File: config.mk
export PLATFORM = sky130hd
export DESIGN_NAME = text_write_arbiter_flat
export DESIGN_NICKNAME = d
export VERILOG_FILES = /design/src/rtl/text_write_arbiter_if.sv /design/src/rtl/text_write_arbiter.sv /design/src/flat_wrapper.sv
export SDC_FILE = /design/constraint.sdc
export NUM_CORES = 1
export LEC_CHECK = 0
export ABC_CLOCK_PERIOD_IN_PS = 2100
export BUFFER_PORTS_ARGS = -buffer_cell sky130_fd_sc_hd__buf_2
export CAP_MARGIN = 20
export CORE_MARGIN = 5
export CORE_UTILIZATION = 45
export CTS_BUF_LIST = sky130_fd_sc_hd__clkbuf_8
export CTS_CLUSTER_SIZE = 14
export DETAILED_ROUTE_END_ITERATION = 12
export GPL_TIMING_DRIVEN = 1
export PLACE_DENSITY = 0.78
export SETUP_SLACK_MARGIN = 0.1
export SLEW_MARGIN = 40
export SYNTH_ARGS = -nofsm -noshare
export SYNTH_HDL_FRONTEND = slang
export SYNTH_SLANG_ARGS = --single-unit
File: constraint.sdc
create_clock -name i_clk -period 2.1 [get_ports i_clk]
set_input_delay 0.105 -clock i_clk [delete_from_list [all_inputs] [get_ports i_clk]]
set_output_delay 0.105 -clock i_clk [all_outputs]
set_load 0.05 [all_outputs]
File: src/rtl/text_write_arbiter_if.sv
// rtl/text_write_arbiter_if.sv - request and Font_ROM write-port bundle for text_write_arbiter
interface text_write_arbiter_if #(
  parameter int NUM_REQ = 2,
  parameter int COLUMNS = 16,
  parameter int ROWS    = 19
);
  localparam int XW = $clog2(COLUMNS);
  localparam int YW = $clog2(ROWS);
  localparam int GW = $clog2(NUM_REQ);

  logic [NUM_REQ-1:0]          i_req_valid;
  logic [NUM_REQ-1:0][7:0]     i_req_char;
  logic [NUM_REQ-1:0][XW-1:0]  i_req_x;
  logic [NUM_REQ-1:0][YW-1:0]  i_req_y;
  logic [NUM_REQ-1:0]          o_req_ready;
  logic                        o_wr_en;
  logic [7:0]                  o_wr_character;
  logic [XW-1:0]               o_wr_x_pos;
  logic [YW-1:0]               o_wr_y_pos;
  logic [GW-1:0]               o_grant_id;
  logic                        o_drop;

  modport slave (
    input  i_req_valid, i_req_char, i_req_x, i_req_y,
    output o_req_ready, o_wr_en, o_wr_character, o_wr_x_pos, o_wr_y_pos,
           o_grant_id, o_drop
  );

  modport master (
    output i_req_valid, i_req_char, i_req_x, i_req_y,
    input  o_req_ready, o_wr_en, o_wr_character, o_wr_x_pos, o_wr_y_pos,
           o_grant_id, o_drop
  );
endinterface

File: src/rtl/text_write_arbiter.sv
// rtl/text_write_arbiter.sv - round-robin arbiter for the Font_ROM character write port
// Optional buffer clear sequencer enabled by TEXT_ARB_CLEAR_EN.
module text_write_arbiter #(
  parameter int         NUM_REQ    = 2,
  parameter int         COLUMNS    = 16,
  parameter int         ROWS       = 19,
  parameter logic [7:0] CLEAR_CHAR = 8'h20
) (
  input  logic                  i_clk,
  input  logic                  i_rst_n,
  text_write_arbiter_if.slave   bus
`ifdef TEXT_ARB_CLEAR_EN
  ,
  input  logic                  i_clear,
  output logic                  o_clear_busy
`endif
);
  localparam int XW = $clog2(COLUMNS);
  localparam int YW = $clog2(ROWS);
  localparam int GW = $clog2(NUM_REQ);
  // One extra bit so the limit is representable even when COLUMNS/ROWS are powers of two
  localparam logic [XW:0]   X_LIM  = (XW+1)'(COLUMNS);
  localparam logic [YW:0]   Y_LIM  = (YW+1)'(ROWS);
  localparam logic [XW-1:0] X_LAST = XW'(COLUMNS - 1);
  localparam logic [YW-1:0] Y_LAST = YW'(ROWS - 1);

  logic [GW-1:0] ptr_q, ptr_d;
  logic          wr_en_q, wr_en_d;
  logic [7:0]    char_q, char_d;
  logic [XW-1:0] x_q, x_d;
  logic [YW-1:0] y_q, y_d;
  logic [GW-1:0] gid_q, gid_d;
  logic          drop_q, drop_d;

  logic          grant_found;
  logic [GW-1:0] grant_sel;
  logic [GW-1:0] scan_idx;
  logic          arb_en;
  logic          take;
  logic [7:0]    sel_char;
  logic [XW-1:0] sel_x;
  logic [YW-1:0] sel_y;
  logic          in_range;

`ifdef TEXT_ARB_CLEAR_EN
  typedef enum logic {ST_ARB, ST_CLEAR} state_e;
  state_e state_q, state_d;

  assign arb_en       = i_rst_n && (state_q == ST_ARB) && !i_clear;
  assign o_clear_busy = (state_q == ST_CLEAR);
`else
  assign arb_en = i_rst_n;
`endif

  always_comb begin
    grant_found = 1'b0;
    grant_sel   = '0;
    scan_idx    = '0;
    for (int i = 0; i < NUM_REQ; i++) begin
      scan_idx = GW'((int'(ptr_q) + i) % NUM_REQ);
      if (!grant_found && bus.i_req_valid[scan_idx]) begin
        grant_found = 1'b1;
        grant_sel   = scan_idx;
      end
    end
  end

  assign take     = grant_found && arb_en;
  assign sel_char = bus.i_req_char[grant_sel];
  assign sel_x    = bus.i_req_x[grant_sel];
  assign sel_y    = bus.i_req_y[grant_sel];
  assign in_range = ({1'b0, sel_x} < X_LIM) && ({1'b0, sel_y} < Y_LIM);

  always_comb begin
    bus.o_req_ready = '0;
    if (take) bus.o_req_ready = NUM_REQ'(1) << grant_sel;
  end

  always_comb begin
    ptr_d   = ptr_q;
    wr_en_d = 1'b0;
    drop_d  = 1'b0;
    char_d  = char_q;
    x_d     = x_q;
    y_d     = y_q;
    gid_d   = gid_q;
`ifdef TEXT_ARB_CLEAR_EN
    state_d = state_q;
`endif
    if (take) begin
      ptr_d = GW'((int'(grant_sel) + 1) % NUM_REQ);
      gid_d = grant_sel;
      if (in_range) begin
        wr_en_d = 1'b1;
        char_d  = sel_char;
        x_d     = sel_x;
        y_d     = sel_y;
      end else begin
        drop_d = 1'b1;
      end
    end
`ifdef TEXT_ARB_CLEAR_EN
    // The write registers double as the clear cell counter; cell 0 is loaded on entry
    case (state_q)
      ST_ARB: begin
        if (i_clear) begin
          state_d = ST_CLEAR;
          wr_en_d = 1'b1;
          char_d  = CLEAR_CHAR;
          x_d     = '0;
          y_d     = '0;
          gid_d   = '0;
        end
      end
      ST_CLEAR: begin
        if (x_q == X_LAST && y_q == Y_LAST) begin
          state_d = ST_ARB;
        end else begin
          wr_en_d = 1'b1;
          char_d  = CLEAR_CHAR;
          gid_d   = '0;
          if (x_q == X_LAST) begin
            x_d = '0;
            y_d = y_q + 1'b1;
          end else begin
            x_d = x_q + 1'b1;
          end
        end
      end
      default: state_d = ST_ARB;
    endcase
`endif
  end

  always_ff @(posedge i_clk or negedge i_rst_n) begin
    if (!i_rst_n) begin
      ptr_q   <= '0;
      wr_en_q <= 1'b0;
      char_q  <= '0;
      x_q     <= '0;
      y_q     <= '0;
      gid_q   <= '0;
      drop_q  <= 1'b0;
`ifdef TEXT_ARB_CLEAR_EN
      state_q <= ST_ARB;
`endif
    end else begin
      ptr_q   <= ptr_d;
      wr_en_q <= wr_en_d;
      char_q  <= char_d;
      x_q     <= x_d;
      y_q     <= y_d;
      gid_q   <= gid_d;
      drop_q  <= drop_d;
`ifdef TEXT_ARB_CLEAR_EN
      state_q <= state_d;
`endif
    end
  end

  assign bus.o_wr_en        = wr_en_q;
  assign bus.o_wr_character = char_q;
  assign bus.o_wr_x_pos     = x_q;
  assign bus.o_wr_y_pos     = y_q;
  assign bus.o_grant_id     = gid_q;
  assign bus.o_drop         = drop_q;
endmodule
File: src/flat_wrapper.sv
// flat-port wrapper written by rule: the top's interface ports become plain ports
module text_write_arbiter_flat 
#(
  parameter int         NUM_REQ    = 2,
  parameter int         COLUMNS    = 16,
  parameter int         ROWS       = 19,
  parameter logic [7:0] CLEAR_CHAR = 8'h20
)
  (i_clk, i_rst_n, bus_i_req_valid, bus_i_req_char, bus_i_req_x, bus_i_req_y, bus_o_req_ready, bus_o_wr_en, bus_o_wr_character, bus_o_wr_x_pos, bus_o_wr_y_pos, bus_o_grant_id, bus_o_drop);
  text_write_arbiter_if #(.NUM_REQ(NUM_REQ), .COLUMNS(COLUMNS), .ROWS(ROWS)) bus_i ();
  input  logic i_clk;
  input  logic i_rst_n;
  input wire logic [$bits(bus_i.i_req_valid)-1:0] bus_i_req_valid;
  input wire logic [$bits(bus_i.i_req_char)-1:0] bus_i_req_char;
  input wire logic [$bits(bus_i.i_req_x)-1:0] bus_i_req_x;
  input wire logic [$bits(bus_i.i_req_y)-1:0] bus_i_req_y;
  output wire logic [$bits(bus_i.o_req_ready)-1:0] bus_o_req_ready;
  output wire logic [$bits(bus_i.o_wr_en)-1:0] bus_o_wr_en;
  output wire logic [$bits(bus_i.o_wr_character)-1:0] bus_o_wr_character;
  output wire logic [$bits(bus_i.o_wr_x_pos)-1:0] bus_o_wr_x_pos;
  output wire logic [$bits(bus_i.o_wr_y_pos)-1:0] bus_o_wr_y_pos;
  output wire logic [$bits(bus_i.o_grant_id)-1:0] bus_o_grant_id;
  output wire logic [$bits(bus_i.o_drop)-1:0] bus_o_drop;
  assign bus_i.i_req_valid = bus_i_req_valid;
  assign bus_i.i_req_char = bus_i_req_char;
  assign bus_i.i_req_x = bus_i_req_x;
  assign bus_i.i_req_y = bus_i_req_y;
  assign bus_o_req_ready = bus_i.o_req_ready;
  assign bus_o_wr_en = bus_i.o_wr_en;
  assign bus_o_wr_character = bus_i.o_wr_character;
  assign bus_o_wr_x_pos = bus_i.o_wr_x_pos;
  assign bus_o_wr_y_pos = bus_i.o_wr_y_pos;
  assign bus_o_grant_id = bus_i.o_grant_id;
  assign bus_o_drop = bus_i.o_drop;
  text_write_arbiter #(.NUM_REQ(NUM_REQ), .COLUMNS(COLUMNS), .ROWS(ROWS), .CLEAR_CHAR(CLEAR_CHAR)) u_core (.i_clk(i_clk), .i_rst_n(i_rst_n), .bus(bus_i));
endmodule
Word level (Yosys, flattened, before mapping)
Index checks and enable logic that the tools add are counted.

storage, ports and cells
  register bits = 21
  output and inout port bits = 22

operators by class
  $add $sub $neg = 2
  $lt $le $gt $ge = 4
  shift operators = 1
  mux-type cells = 19
  reductions and logical operators = 4

operators with widths
  cell                                                                  count
  8-bit two-way mux                                                     2
  1-bit two-way mux                                                     12
  5-bit two-way mux                                                     2
  4-bit two-way mux                                                     2
  1-bit by 2-bit < comparator with 1-bit output, second input constant  3
  5-bit < comparator, second input constant                             1
  1-bit adder, second input constant                                    2
  1-bit logical AND                                                     2
  2-bit two-way mux                                                     1
  2-bit AND reduction                                                   1
  1-bit by 1-bit << shifter with 2-bit output, first input constant     1
  1-bit zero test                                                       1

Depth between registers and ports, before layout
  word-level depth = 11
  gate-level depth with buffers = 6
  depth with buffers taken out = 4

Worst setup path after synthesis
OpenSTA, ideal clock, no wires.

  path kind = register to register
  from = register u_core.ptr_q
  to = register u_core.ptr_q
  arrival = 1,639 ps
  slack = 289 ps
  stages on the path, launching flop included = 7
  buffers on the path = 2
  period minus slack after synthesis = 1,811 ps
  cells stage by stage = dfrtp_1 > nand2b_1 > nand2_1 > buf_6 > buf_6 > nor2_1 > a21oi_1

on the way
  longest elaborated chain between the ends = 7

ends and longest elaborated chain
  element                                               line                                                source
  start, declared                                       text_write_arbiter.sv:27                            logic [GW-1:0] ptr_q, ptr_d;
  start signal, assigned                                text_write_arbiter.sv:148                           ptr_q <= ptr_d;
  1-bit two-way mux (not written as such) (2 in a row)  text_write_arbiter.sv:61                            if (!grant_found && bus.i_req_valid[scan_idx]) begin
  1-bit two-way mux                                     text_write_arbiter.sv:61
  1-bit zero test                                       text_write_arbiter.sv:61
  1-bit logical AND                                     text_write_arbiter.sv:61
  1-bit two-way mux                                     text_write_arbiter.sv:61
  1-bit adder or 1-bit logical AND (tied branches)      text_write_arbiter.sv:91, text_write_arbiter.sv:68

Parallel ways exist; a longest one is shown, timed or not. The select of a mux whose other input is x is not followed.
A chain may end at the register's enable or synchronous reset.

Worst setup path in the final report
  from = register u_core.ptr_q
  to = output port bus_o_req_ready[1]

on the way
  longest elaborated chain between the ends = 8

ends and longest elaborated chain
  element                                                                           line                                                source
  1-bit two-way mux (not written as such) (2 in a row)                              text_write_arbiter.sv:61
  1-bit two-way mux                                                                 text_write_arbiter.sv:61
  1-bit zero test                                                                   text_write_arbiter.sv:61
  1-bit logical AND                                                                 text_write_arbiter.sv:61
  1-bit two-way mux                                                                 text_write_arbiter.sv:61
  1-bit by 1-bit << shifter with 2-bit output or 1-bit logical AND (tied branches)  text_write_arbiter.sv:76, text_write_arbiter.sv:68
  2-bit two-way mux *                                                               text_write_arbiter.sv:76                            if (take) bus.o_req_ready = NUM_REQ'(1) << grant_sel;
  end, declared                                                                     flat_wrapper.sv:17                                  output wire logic [$bits(bus_i.o_req_ready)-1:0] bus_o_req_ready;

Every way passes the cells marked *; elsewhere a longest branch is shown, timed or not. The select of a mux whose other input is x is not followed.

==> impl_metrics.json <==
{
  "synthArstFlopShare_pct": 100,
  "drtIter0Drc": 17,
  "synthTopCellsByArea": "dfrtp_1, mux2_2, mux2_4",
  "clock-root-buffer": "clkbuf_8",
  "fillCellCount": 209,
  "hpwl_mm": 2.10,
  "seqCellArea_sq_um": 526,
  "maxCapViolCount": 0,
  "place_ws_ps": 273,
  "ys_seq_area_share_pct": 47.2,
  "critPathRequiredTime_ps": 2000,
  "critical_path_class": "flip-flop to output port",
  "io_pins": 60,
  "utilization_pct": 61.7,
  "status": "complete, no violations",
  "clk_pin_slew_ps": 80,
  "numPortBuffers": 59,
  "max_freq_mhz": 565,
  "cp-startpoint": "u_core.ptr_q",
  "routedWlPerCell_um": 14.9,
  "crit_family": "simple AND/OR/NAND/NOR gates",
  "avgSynthCellArea_sq_um": 14.1,
  "hold-path-cell-count": 3,
  "hold_start": "bus_i_req_x[6]",
  "ant_nets": 0,
  "timing.rr.start": "u_core.ptr_q",
  "syn_area_sq_mm": 0.00111,
  "ys_types": 20,
  "antenna_found_initial": 0,
  "synth_commonest_cells": "mux2_2, dfrtp_1, mux2_4, a21oi_1",
  "initial_core_util_pct": 45.8,
  "drt_pass1_iterations": 4,
  "fin_crit_sh_pct": 84.3,
  "yosys.area.top_type_share_pct": 47.2,
  "synth_fp_nets": 117,
  "via_count": 859,
  "tightest_slew_ps": 436,
  "gp_congestion": 0.801,
  "die_area_sq_mm": 0.00357,
  "setup_viol": 0,
  "synth_edf_count": 0,
  "wl_mm": 2.60,
  "rr_endpoint": "u_core.bus.o_wr_character[0]",
  "nets": 184,
  "vias_per_cell": 4.91,
  "max_stage_delay_ps": 370,
  "end_kind": "output port",
  "worstPathMaxFanout": 9,
  "cpMaxStageDelayCell": "dfrtp_1",
  "grt_pass1_wl_mm": 4.17,
  "cts_tree": "built",
  "num_antenna_cells": 0,
  "grt_overflow": 0,
  "drc": 0,
  "groute.usage.overall_pct": 15.6,
  "rsz0062_at_grt": "no",
  "area_growth_syn_to_layout_pct": 34.7,
  "power.density_mw_per_mm2": 979,
  "multi_input_area_sq_um": 541,
  "tns_ps": 0,
  "worst_slack_ps": 329,
  "die_h_um": 59.7,
  "core-area_sq_mm": 0.00243,
  "min_path_type": "primary input to flip-flop",
  "hold_viol": 0,
  "placementRows": 18,
  "first_global_vias": 889,
  "synth_top_cell_by_area": "dfrtp_1",
  "die_w_um": 59.7,
  "grt_max_degree": 22,
  "critPathBufInv": 2,
  "cp_cell_sequence": "nand2b_1 -> nand2_2 -> buf_4 -> nor2_1 -> buf_2",
  "irDropWorstVdd_uv": 725,
  "maxSlewViolCount": 0,
  "arrival_ps": 1670,
  "numClockSinks": 21,
  "p_leak_nw": 0.759,
  "finalCriticalPeriod_ps": 1770,
  "h-tree-depth": 1,
  "synth_ff_type": "dfrtp_1",
  "yosysWarnings": 0,
  "finalClockSkew_ps": 6.48,
  "rrSetupSlack_ps": 370,
  "synth-seq-cells": 21,
  "yosysMostFrequentCell": "mux2_2",
  "hold_end": "u_core.bus.o_wr_x_pos[2]",
  "r2r_cells": 5,
  "clk_latency_ps": 260,
  "syn_inst": 79,
  "clock_path_buffers": 2,
  "cts_buffers": 3,
  "critPathLaunchType": "flip-flop",
  "relSlewSlack_pct": 70.7,
  "drive_gt1_share_pct": 71.7
}
[layout by cell type (no fill, tap or decap), types with 2 or more instances in the layout]
cell,Yosys,routed
mux2_2,23,23
mux2_4,9,9
dfrtp_1,21,21
a211oi_2,2,2
inv_1,2,2
nor2b_1,2,2
buf_2,0,59
nor2_1,2,2
clkbuf_8,0,3
a21oi_1,4,4
buf_4,0,5
[stage by stage]
stage / total power [mW] / std cells / instance area [sq um] / hold slack (ps)
global route: 1.53 / 175 / 1500 / 198
finish: 1.47 / 175 / 1500 / 199
CTS: 1.48 / 175 / 1500 / 196
floorplan: 1.05 / 79 / 1110 / -191
detailed placement: 1.22 / 170 / 1440 / 116
global placement: 1.21 / 170 / 1440 / 112
[kinds of logic after synthesis]
family,after synthesis,share of synthesized area [%]
muxes,32,35.4
DFF,21,47.2
AOI/OAI and AO/OA,12,8.99
and+or+nand+nor,9,3.93
buffers and inverters,5,4.49
[cell type report]
| class | count | area share, % |
|---|---|---|
| multi-input combinational | 53 | 36.0 |
| sequential | 21 | 35.0 |
| timing repair buffer | 65 | 22.9 |
| clock buffer | 3 | 2.75 |
| tap | 30 | 2.50 |
| inverter | 2 | 0.500 |
| clock inverter | 1 | 0.334 |
[how the worst max path moves through the flow]
stage	end	slack, ps	cells after the start
2_1_floorplan	u_core.ptr_q	290	6
3_3_place_gp	u_core.bus.o_wr_character[2]	340	5
3_5_place_dp	u_core.bus.o_wr_character[2]	270	5
4_1_cts	bus_o_req_ready[1]	210	5
5_1_grt	bus_o_req_ready[1]	210	5
6_report	bus_o_req_ready[1]	330	5
[report_power, final]
part | switching, mW | total, mW | internal [mW]
Clock | 0.129 | 0.261 | 0.132
Combinational | 0.447 | 0.672 | 0.225
Sequential | 0.0439 | 0.536 | 0.492
Total | 0.620 | 1.47 | 0.849
[worst register-to-register path, delay by kind of cell (launching register included)]
family        cells  cell delay [ps]
mux               2              600
simple gates      2              410
buf+inv           1              220
flops             1              390
[flip-flops by register name (all words and copies together), names as in the netlist]
name,cells
u_core.bus.o_grant_id,1
u_core.ptr_q,1
u_core.bus.o_wr_y_pos,5
u_core.bus.o_wr_character,8
u_core.bus.o_drop,1
u_core.bus.o_wr_en,1
u_core.bus.o_wr_x_pos,4
[layer usage]
metal	wire length [um]	GRT usage [%]	share of wire (%)	up-vias
met3	183	3.02	7.0	0
met5	0	0	0	-
met4	0	4.43	0	0
met2	1410	28.4	54	28
met1	1010	18.3	39	414
li1	-	-	-	417
[timing repair]
item | 4_1_cts | 5_1_grt
endpoints found under the hold margin | 21 | 0
setup buffers | 0 | 0
setup endpoints to repair | 0 | 1
gates resized for setup | 0 | 1
hold buffers | 1 | 0
No activity file was read; power rests on OpenSTA's default activity.
